### config.mk
export PLATFORM = sky130hd
export DESIGN_NAME = reg_spi_loader_flat
export DESIGN_NICKNAME = d
export VERILOG_FILES = /design/src/rtl/reg_spi_pkg.sv /design/src/rtl/reg_spi_loader_if.sv /design/src/rtl/reg_spi_loader_sync_edge.sv /design/src/rtl/reg_spi_loader.sv /design/src/flat_wrapper.sv
export SDC_FILE = /design/constraint.sdc
export NUM_CORES = 1
export LEC_CHECK = 0
export CORE_UTILIZATION = 36
export CTS_BUF_LIST = sky130_fd_sc_hd__clkbuf_4 sky130_fd_sc_hd__clkbuf_8
export CTS_CLUSTER_DIAMETER = 50
export CTS_CLUSTER_SIZE = 24
export DETAILED_ROUTE_END_ITERATION = 16
export HOLD_SLACK_MARGIN = 0.02
export MAX_ROUTING_LAYER = met4
export SLEW_MARGIN = 20
export SYNTH_ARGS = -nofsm -noshare
export SYNTH_HDL_FRONTEND = slang
export SYNTH_HIERARCHICAL = 1
export SYNTH_SLANG_ARGS = --single-unit
### constraint.sdc
create_clock -name i_clk -period 2.15 [get_ports i_clk]
set_clock_uncertainty 0.15 [all_clocks]
set_input_delay 0.43 -clock i_clk [delete_from_list [all_inputs] [get_ports i_clk]]
set_output_delay 0.43 -clock i_clk [all_outputs]
set_load 0.005 [all_outputs]
### src/rtl/reg_spi_pkg.sv
// Shared widths, register map and payload-length table for the register SPI loader.
package reg_spi_pkg;

    localparam int DEF_CMD_W  = 4;
    localparam int DEF_DATA_W = 24;
    localparam int LEN_W      = $clog2(DEF_DATA_W + 1);

    typedef enum logic [DEF_CMD_W-1:0] {
        SKY     = 4'd0,
        FLOOR   = 4'd1,
        LEAK    = 4'd2,
        OTHER   = 4'd3,
        VSHIFT  = 4'd4,
        VINF    = 4'd5,
        MAPD    = 4'd6,
        TEXADD0 = 4'd7
    } reg_addr_e;

    typedef enum logic [1:0] {
        ST_IDLE,
        ST_CMD,
        ST_DATA,
        ST_WAIT
    } state_e;

    // Payload length in bits for each command; zero marks an unused address.
    function automatic logic [LEN_W-1:0] payload_len(input logic [DEF_CMD_W-1:0] cmd);
        case (cmd)
            SKY:     payload_len = LEN_W'(6);
            FLOOR:   payload_len = LEN_W'(6);
            LEAK:    payload_len = LEN_W'(6);
            OTHER:   payload_len = LEN_W'(12);
            VSHIFT:  payload_len = LEN_W'(6);
            VINF:    payload_len = LEN_W'(1);
            MAPD:    payload_len = LEN_W'(16);
            TEXADD0: payload_len = LEN_W'(24);
            default: payload_len = '0;
        endcase
    endfunction

endpackage

### src/rtl/reg_spi_loader_if.sv
// Register-write port from the loader into the core register file.
interface reg_spi_loader_if #(
    parameter int CMD_W  = 4,
    parameter int DATA_W = 24
);
    logic              wr_valid;
    logic [CMD_W-1:0]  wr_addr;
    logic [DATA_W-1:0] wr_data;

    modport master (output wr_valid, output wr_addr, output wr_data);
    modport slave  (input  wr_valid, input  wr_addr, input  wr_data);
endinterface

### src/rtl/reg_spi_loader_sync_edge.sv
// Synchroniser chain for one asynchronous line plus registered rise/fall pulses.
module sync_edge #(
    parameter int   STAGES    = 2,
    parameter logic RESET_VAL = 1'b0
) (
    input  logic i_clk,
    input  logic i_reset,
    input  logic i_d,
    output logic o_rise,
    output logic o_fall
);
    logic [STAGES-1:0] r_sync;
    logic              r_prev;
    logic              r_rise;
    logic              r_fall;

    // NOTE: clocked state uses non-blocking assignments so every flop samples pre-edge values.
    always_ff @(posedge i_clk) begin
        if (i_reset) begin
            r_sync <= {STAGES{RESET_VAL}};
            r_prev <= RESET_VAL;
            r_rise <= 1'b0;
            r_fall <= 1'b0;
        end else begin
            r_sync <= {r_sync[STAGES-2:0], i_d};
            r_prev <= r_sync[STAGES-1];
            r_rise <= r_sync[STAGES-1] & ~r_prev;
            r_fall <= ~r_sync[STAGES-1] & r_prev;
        end
    end

    assign o_rise = r_rise;
    assign o_fall = r_fall;
endmodule

### src/rtl/reg_spi_loader.sv
// SPI register-write deframer: synchronises the LA-driven SPI lines, decodes <cmd><payload>
// frames and holds one write until the core's frame-boundary commit strobe.
module reg_spi_loader
    import reg_spi_pkg::*;
#(
    parameter int CMD_W       = DEF_CMD_W,
    parameter int DATA_W      = DEF_DATA_W,
    parameter int SYNC_STAGES = 2
) (
    input  logic             i_clk,
    input  logic             i_reset,
    input  logic             i_reg_csb,
    input  logic             i_reg_sclk,
    input  logic             i_reg_mosi,
    input  logic             i_commit,
    reg_spi_loader_if.master wr,
    output logic             o_pending,
    output logic             o_overrun,
    output logic [3:0]       o_err_count
);
    localparam int FLUSH_CYCLES = SYNC_STAGES + 2;
    localparam int FLUSH_W      = $clog2(FLUSH_CYCLES + 1);

    logic w_csb_rise_raw, w_csb_fall_raw, w_sclk_rise_raw, w_sclk_fall_unused;
    logic w_csb_rise, w_csb_fall, w_sclk_rise, w_mosi, w_ready;

    sync_edge #(.STAGES(SYNC_STAGES), .RESET_VAL(1'b1)) u_csb_sync (
        .i_clk(i_clk), .i_reset(i_reset), .i_d(i_reg_csb),
        .o_rise(w_csb_rise_raw), .o_fall(w_csb_fall_raw)
    );

    sync_edge #(.STAGES(SYNC_STAGES), .RESET_VAL(1'b0)) u_sclk_sync (
        .i_clk(i_clk), .i_reset(i_reset), .i_d(i_reg_sclk),
        .o_rise(w_sclk_rise_raw), .o_fall(w_sclk_fall_unused)
    );

    // mosi is delayed by the chain plus the edge flop so it lines up with the sclk rise pulse.
    logic [SYNC_STAGES:0]  r_mosi_dly;
    logic [FLUSH_W-1:0]    r_flush_cnt;

    always_ff @(posedge i_clk) begin
        if (i_reset) begin
            r_mosi_dly  <= '0;
            r_flush_cnt <= '0;
        end else begin
            r_mosi_dly <= {r_mosi_dly[SYNC_STAGES-1:0], i_reg_mosi};
            if (!w_ready) r_flush_cnt <= r_flush_cnt + FLUSH_W'(1);
        end
    end

    // Edges ignored until the preset csb chain has flushed, so csb held low through reset is no start.
    assign w_ready     = (r_flush_cnt == FLUSH_W'(FLUSH_CYCLES));
    assign w_mosi      = r_mosi_dly[SYNC_STAGES];
    assign w_csb_rise  = w_ready & w_csb_rise_raw;
    assign w_csb_fall  = w_ready & w_csb_fall_raw;
    assign w_sclk_rise = w_ready & w_sclk_rise_raw;

    state_e             r_state, w_state_nxt;
    logic [LEN_W-1:0]   r_cnt, w_cnt_nxt;
    logic [LEN_W-1:0]   r_len, w_len_nxt;
    logic [CMD_W-1:0]   r_cmd, w_cmd_nxt, w_cmd_shift;
    logic [DATA_W-1:0]  r_data, w_data_nxt;
    logic [LEN_W-1:0]   w_len_lookup;
    logic               w_err_inc, w_load;

    assign w_cmd_shift  = {r_cmd[CMD_W-2:0], w_mosi};
    assign w_len_lookup = payload_len(w_cmd_shift);

    always_ff @(posedge i_clk) begin
        if (i_reset) begin
            r_state <= ST_IDLE;
            r_cnt   <= '0;
            r_len   <= '0;
            r_cmd   <= '0;
            r_data  <= '0;
        end else begin
            r_state <= w_state_nxt;
            r_cnt   <= w_cnt_nxt;
            r_len   <= w_len_nxt;
            r_cmd   <= w_cmd_nxt;
            r_data  <= w_data_nxt;
        end
    end

    // NOTE: every combinational output gets a default first so no path can infer a latch.
    always_comb begin
        w_state_nxt = r_state;
        w_cnt_nxt   = r_cnt;
        w_len_nxt   = r_len;
        w_cmd_nxt   = r_cmd;
        w_data_nxt  = r_data;
        w_err_inc   = 1'b0;
        w_load      = 1'b0;
        case (r_state)
            ST_IDLE: begin
                if (w_csb_fall) begin
                    w_state_nxt = ST_CMD;
                    w_cnt_nxt   = '0;
                    w_cmd_nxt   = '0;
                    w_data_nxt  = '0;
                end
            end
            ST_CMD: begin
                if (w_csb_rise) begin
                    w_state_nxt = ST_IDLE;
                    w_err_inc   = 1'b1;
                end else if (w_sclk_rise) begin
                    w_cmd_nxt = w_cmd_shift;
                    w_cnt_nxt = r_cnt + LEN_W'(1);
                    if (r_cnt == LEN_W'(CMD_W - 1)) begin
                        w_cnt_nxt = '0;
                        w_len_nxt = w_len_lookup;
                        if (w_len_lookup == '0) begin
                            w_state_nxt = ST_WAIT;
                            w_err_inc   = 1'b1;
                        end else begin
                            w_state_nxt = ST_DATA;
                        end
                    end
                end
            end
            ST_DATA: begin
                if (w_csb_rise) begin
                    w_state_nxt = ST_IDLE;
                    if (r_cnt == r_len) w_load = 1'b1;
                    else                w_err_inc = 1'b1;
                end else if (w_sclk_rise) begin
                    if (r_cnt == r_len) begin
                        w_state_nxt = ST_WAIT;
                        w_err_inc   = 1'b1;
                    end else begin
                        w_data_nxt = {r_data[DATA_W-2:0], w_mosi};
                        w_cnt_nxt  = r_cnt + LEN_W'(1);
                    end
                end
            end
            ST_WAIT: begin
                if (w_csb_rise) w_state_nxt = ST_IDLE;
            end
            default: w_state_nxt = ST_IDLE;
        endcase
    end

    logic              r_pending, r_overrun, r_wr_valid;
    logic [3:0]        r_err_count;
    logic [CMD_W-1:0]  r_pend_addr, r_wr_addr;
    logic [DATA_W-1:0] r_pend_data, r_wr_data;
    logic              w_fire;

    assign w_fire = i_commit & r_pending;

    // A load and a commit in the same cycle emit the old write and keep the new one pending.
    always_ff @(posedge i_clk) begin
        if (i_reset) begin
            r_pending   <= 1'b0;
            r_overrun   <= 1'b0;
            r_wr_valid  <= 1'b0;
            r_err_count <= '0;
            r_pend_addr <= '0;
            r_pend_data <= '0;
            r_wr_addr   <= '0;
            r_wr_data   <= '0;
        end else begin
            r_wr_valid <= w_fire;
            if (w_fire) begin
                r_wr_addr <= r_pend_addr;
                r_wr_data <= r_pend_data;
            end
            if (w_load) begin
                r_pending   <= 1'b1;
                r_pend_addr <= r_cmd;
                r_pend_data <= r_data;
                if (r_pending && !i_commit) r_overrun <= 1'b1;
            end else if (w_fire) begin
                r_pending <= 1'b0;
            end
            if (w_err_inc && r_err_count != 4'hF) r_err_count <= r_err_count + 4'd1;
        end
    end

    assign wr.wr_valid  = r_wr_valid;
    assign wr.wr_addr   = r_wr_addr;
    assign wr.wr_data   = r_wr_data;
    assign o_pending    = r_pending;
    assign o_overrun    = r_overrun;
    assign o_err_count  = r_err_count;
endmodule

### src/flat_wrapper.sv
// flat-port wrapper written by rule: the top's interface ports become plain ports
module reg_spi_loader_flat import reg_spi_pkg::*;
#(
    parameter int CMD_W       = DEF_CMD_W,
    parameter int DATA_W      = DEF_DATA_W,
    parameter int SYNC_STAGES = 2
)
  (i_clk, i_reset, i_reg_csb, i_reg_sclk, i_reg_mosi, i_commit, o_pending, o_overrun, o_err_count, wr_wr_valid, wr_wr_addr, wr_wr_data);
  reg_spi_loader_if #(.CMD_W(CMD_W), .DATA_W(DATA_W)) wr_i ();
  input  logic i_clk;
  input  logic i_reset;
  input  logic i_reg_csb;
  input  logic i_reg_sclk;
  input  logic i_reg_mosi;
  input  logic i_commit;
  output logic o_pending;
  output logic o_overrun;
  output logic [3:0] o_err_count;
  output wire logic [$bits(wr_i.wr_valid)-1:0] wr_wr_valid;
  output wire logic [$bits(wr_i.wr_addr)-1:0] wr_wr_addr;
  output wire logic [$bits(wr_i.wr_data)-1:0] wr_wr_data;
  assign wr_wr_valid = wr_i.wr_valid;
  assign wr_wr_addr = wr_i.wr_addr;
  assign wr_wr_data = wr_i.wr_data;
  reg_spi_loader #(.CMD_W(CMD_W), .DATA_W(DATA_W), .SYNC_STAGES(SYNC_STAGES)) u_core (.i_clk(i_clk), .i_reset(i_reset), .i_reg_csb(i_reg_csb), .i_reg_sclk(i_reg_sclk), .i_reg_mosi(i_reg_mosi), .i_commit(i_commit), .wr(wr_i), .o_pending(o_pending), .o_overrun(o_overrun), .o_err_count(o_err_count));
endmodule
==> results.sh <==
export IMPL_status="finished, final reports clean"
export IMPL_die_h_um=113.9
export IMPL_routed_wl_mm=9.325
export IMPL_root_buffer="clkbuf_8"
export IMPL_period_minus_slack_ns=2.092
export IMPL_p_leak_uw=0.002027
export IMPL_drc=0
export IMPL_clkLatencyLatePin_ns=0.43
export IMPL_period_share_pct=97.29
export IMPL_final_common_cell="dfxtp_1"
export IMPL_power_total_uw=4527
export IMPL_io_pins=41
export IMPL_clk_path_buf_depth=2
export IMPL_fmax_mhz=478.1
export IMPL_detail_route_antenna_nets=0
export IMPL_insertedDiodeCount=0
export IMPL_drtIter0Drc=209
export IMPL_syn_nets=484
export IMPL_switchingPower_uw=966.0
export IMPL_worstSetupPathType="flop to flop"
export IMPL_core_um2=12110
export IMPL_cts_buffers=17
export IMPL_clkTransAtPathRegs_ns=0.07
export IMPL_cap_violations=0
export IMPL_peakVddDrop_uv=494.5
export IMPL_drive_above_1_share_pct=15.24
export IMPL_ys_warn_count=6
export IMPL_layout_nets=540
export IMPL_cts_htree_levels=4
export IMPL_grt_start_max_net_pins=48
export IMPL_required_ns=2.32
export IMPL_start_kind="flop"
export IMPL_setup_ws_ns=0.05823
export IMPL_place_port_buffers=40
export IMPL_place_congestion=0.8674
export IMPL_maxSlewViolCount=0
export IMPL_num_rows=40
export IMPL_final_cell_mix="112 x dfxtp_1, 72 x nand2_1, 51 x nor2_1"
export IMPL_die_w_um=113.9
export IMPL_dr_total_vias=3469
export IMPL_slew_headroom_pct=62.79
export IMPL_area_growth_pct=27.28
export IMPL_pwr_share_comb_pct=4.5
export IMPL_cp_arrival_ns=2.26
export IMPL_avgSynthCellArea_um2=9.592
export IMPL_fin_util_pct=47.38
export IMPL_cts_sinks=118
export IMPL_postCtsHoldBufs=0
export IMPL_tightestPinTransition_ns=0.5570
export IMPL_fin_tns_setup_ns=0
export IMPL_grt_pass1_wl_mm=15.30
export IMPL_hold_viol=0
export IMPL_netlist_area_um2=4508
export IMPL_viasPerCell=4.914
export IMPL_fin_area_um2=5738
export IMPL_netlist_instances=470
export IMPL_grt_total_usage_pct=15.72
export IMPL_switching_share_pct=21.34
export IMPL_p_seq_share_pct=49.0
export IMPL_min_path_type="input pin to flop"
export IMPL_internal_power_uw=3561
export IMPL_pre_cts_slack_ns=-0.05736
export IMPL_cellPowerDensity_nw_per_um2=788.9
export IMPL_start_util_pct=37.22
export IMPL_antenna_found_initial=0
export IMPL_grt_remaining_overflow=0
export IMPL_crit_path_end_kind="flop"
export IMPL_pwr_share_clk_pct=46.5
export IMPL_setup_viol=0
export IMPL_dpl_hpwl_mm=5.826
export IMPL_wl_per_cell_um=13.21
export IMPL_first_pass_iters=4
export IMPL_place_area_um2=5223
export IMPL_die_area_um2=12970
export IMPL_cts_tree="done"
export IMPL_grt_pass1_vias=3309
export IMPL_crit_fanout=3
==> path summary, 6_finish.rpt <==
kind,from,to,slack (ns),cells past startpoint
setup / recovery,u_core/r_cnt[0],u_core/r_state[0],0.06,5
hold / removal,i_reset,u_core/r_flush_cnt[0],0.13,2
setup reg to reg,u_core/r_cnt[0],u_core/r_state[0],0.06,5
hold reg to reg,u_core/u_sclk_sync/r_prev,u_core/u_sclk_sync/o_rise,0.24,1
==> per-stage QoR <==
step                hold WS, ns  instances
floorplan                0.2214        470
global route             0.1197        706
finish                   0.1304        706
global placement         0.2316        673
detailed placement       0.2354        673
CTS                      0.1189        704
==> final cells by class <==
| type | count | area (um^2) |
|---|---|---|
| clock buffer | 23 | 297.8 |
| inverter | 8 | 30.03 |
| multi-input combinational | 317 | 2061 |
| fill | 1180 | 6374 |
| sequential | 118 | 2370 |
| tap | 168 | 210.2 |
| timing repair buffer | 64 | 646.9 |
| clock inverter | 8 | 122.6 |
==> worst max-delay path, stage by stage, from the launching register on <==
cell     delay (ns)
dfxtp_1        0.34
ha_1           0.19
or4b_2         0.66
o31ai_1        0.29
a21oi_1        0.11
o221a_2        0.24
==> state kept, by name, summed over array words and instances (netlist names), 2 cells and up <==
| signal | count |
|---|---|
| u_core/u_sclk_sync/r_sync | 2 |
| u_core/r_mosi_dly | 3 |
| u_core/wr.wr_addr | 4 |
| u_core/r_data | 24 |
| u_core/u_csb_sync/r_sync | 2 |
| u_core/wr.wr_data | 24 |
| u_core/r_len | 5 |
| u_core/r_flush_cnt | 3 |
| u_core/r_state | 2 |
| u_core/r_cnt | 5 |
| u_core/o_err_count | 4 |
| u_core/r_cmd | 4 |
| u_core/r_pend_data | 24 |
| u_core/r_pend_addr | 4 |
==> power by group through the flow <==
stage / sequential (uW) / combinational (uW) / clock (uW)
5_1_grt: 2220 / 225 / 2280
4_1_cts: 2220 / 191 / 2160
2_1_floorplan: 2260 / 130 / 0
3_5_place_dp: 2270 / 190 / 0
6_report: 2220 / 204 / 2100
3_3_place_gp: 2260 / 184 / 0
==> metal layers <==
| metal | vias up | global-route usage (%) | wire length [um] |
|---|---|---|---|
| met5 | - | - | 0 |
| met4 | 0 | 6.753 | 180 |
| met3 | 13 | 5.207 | 373 |
| met2 | 64 | 25.20 | 4338 |
| met1 | 1641 | 17.98 | 4432 |
| li1 | 1751 | - | - |
==> repair_timing <==
action | 4_1_cts | 5_1_grt
endpoints found under the setup margin | 3 | 62
resized for setup | 2 | 17
pin swaps | 0 | 4
cloned | 0 | 1
buffers inserted | 0 | 1
No activity file was read; power rests on OpenSTA's default activity.
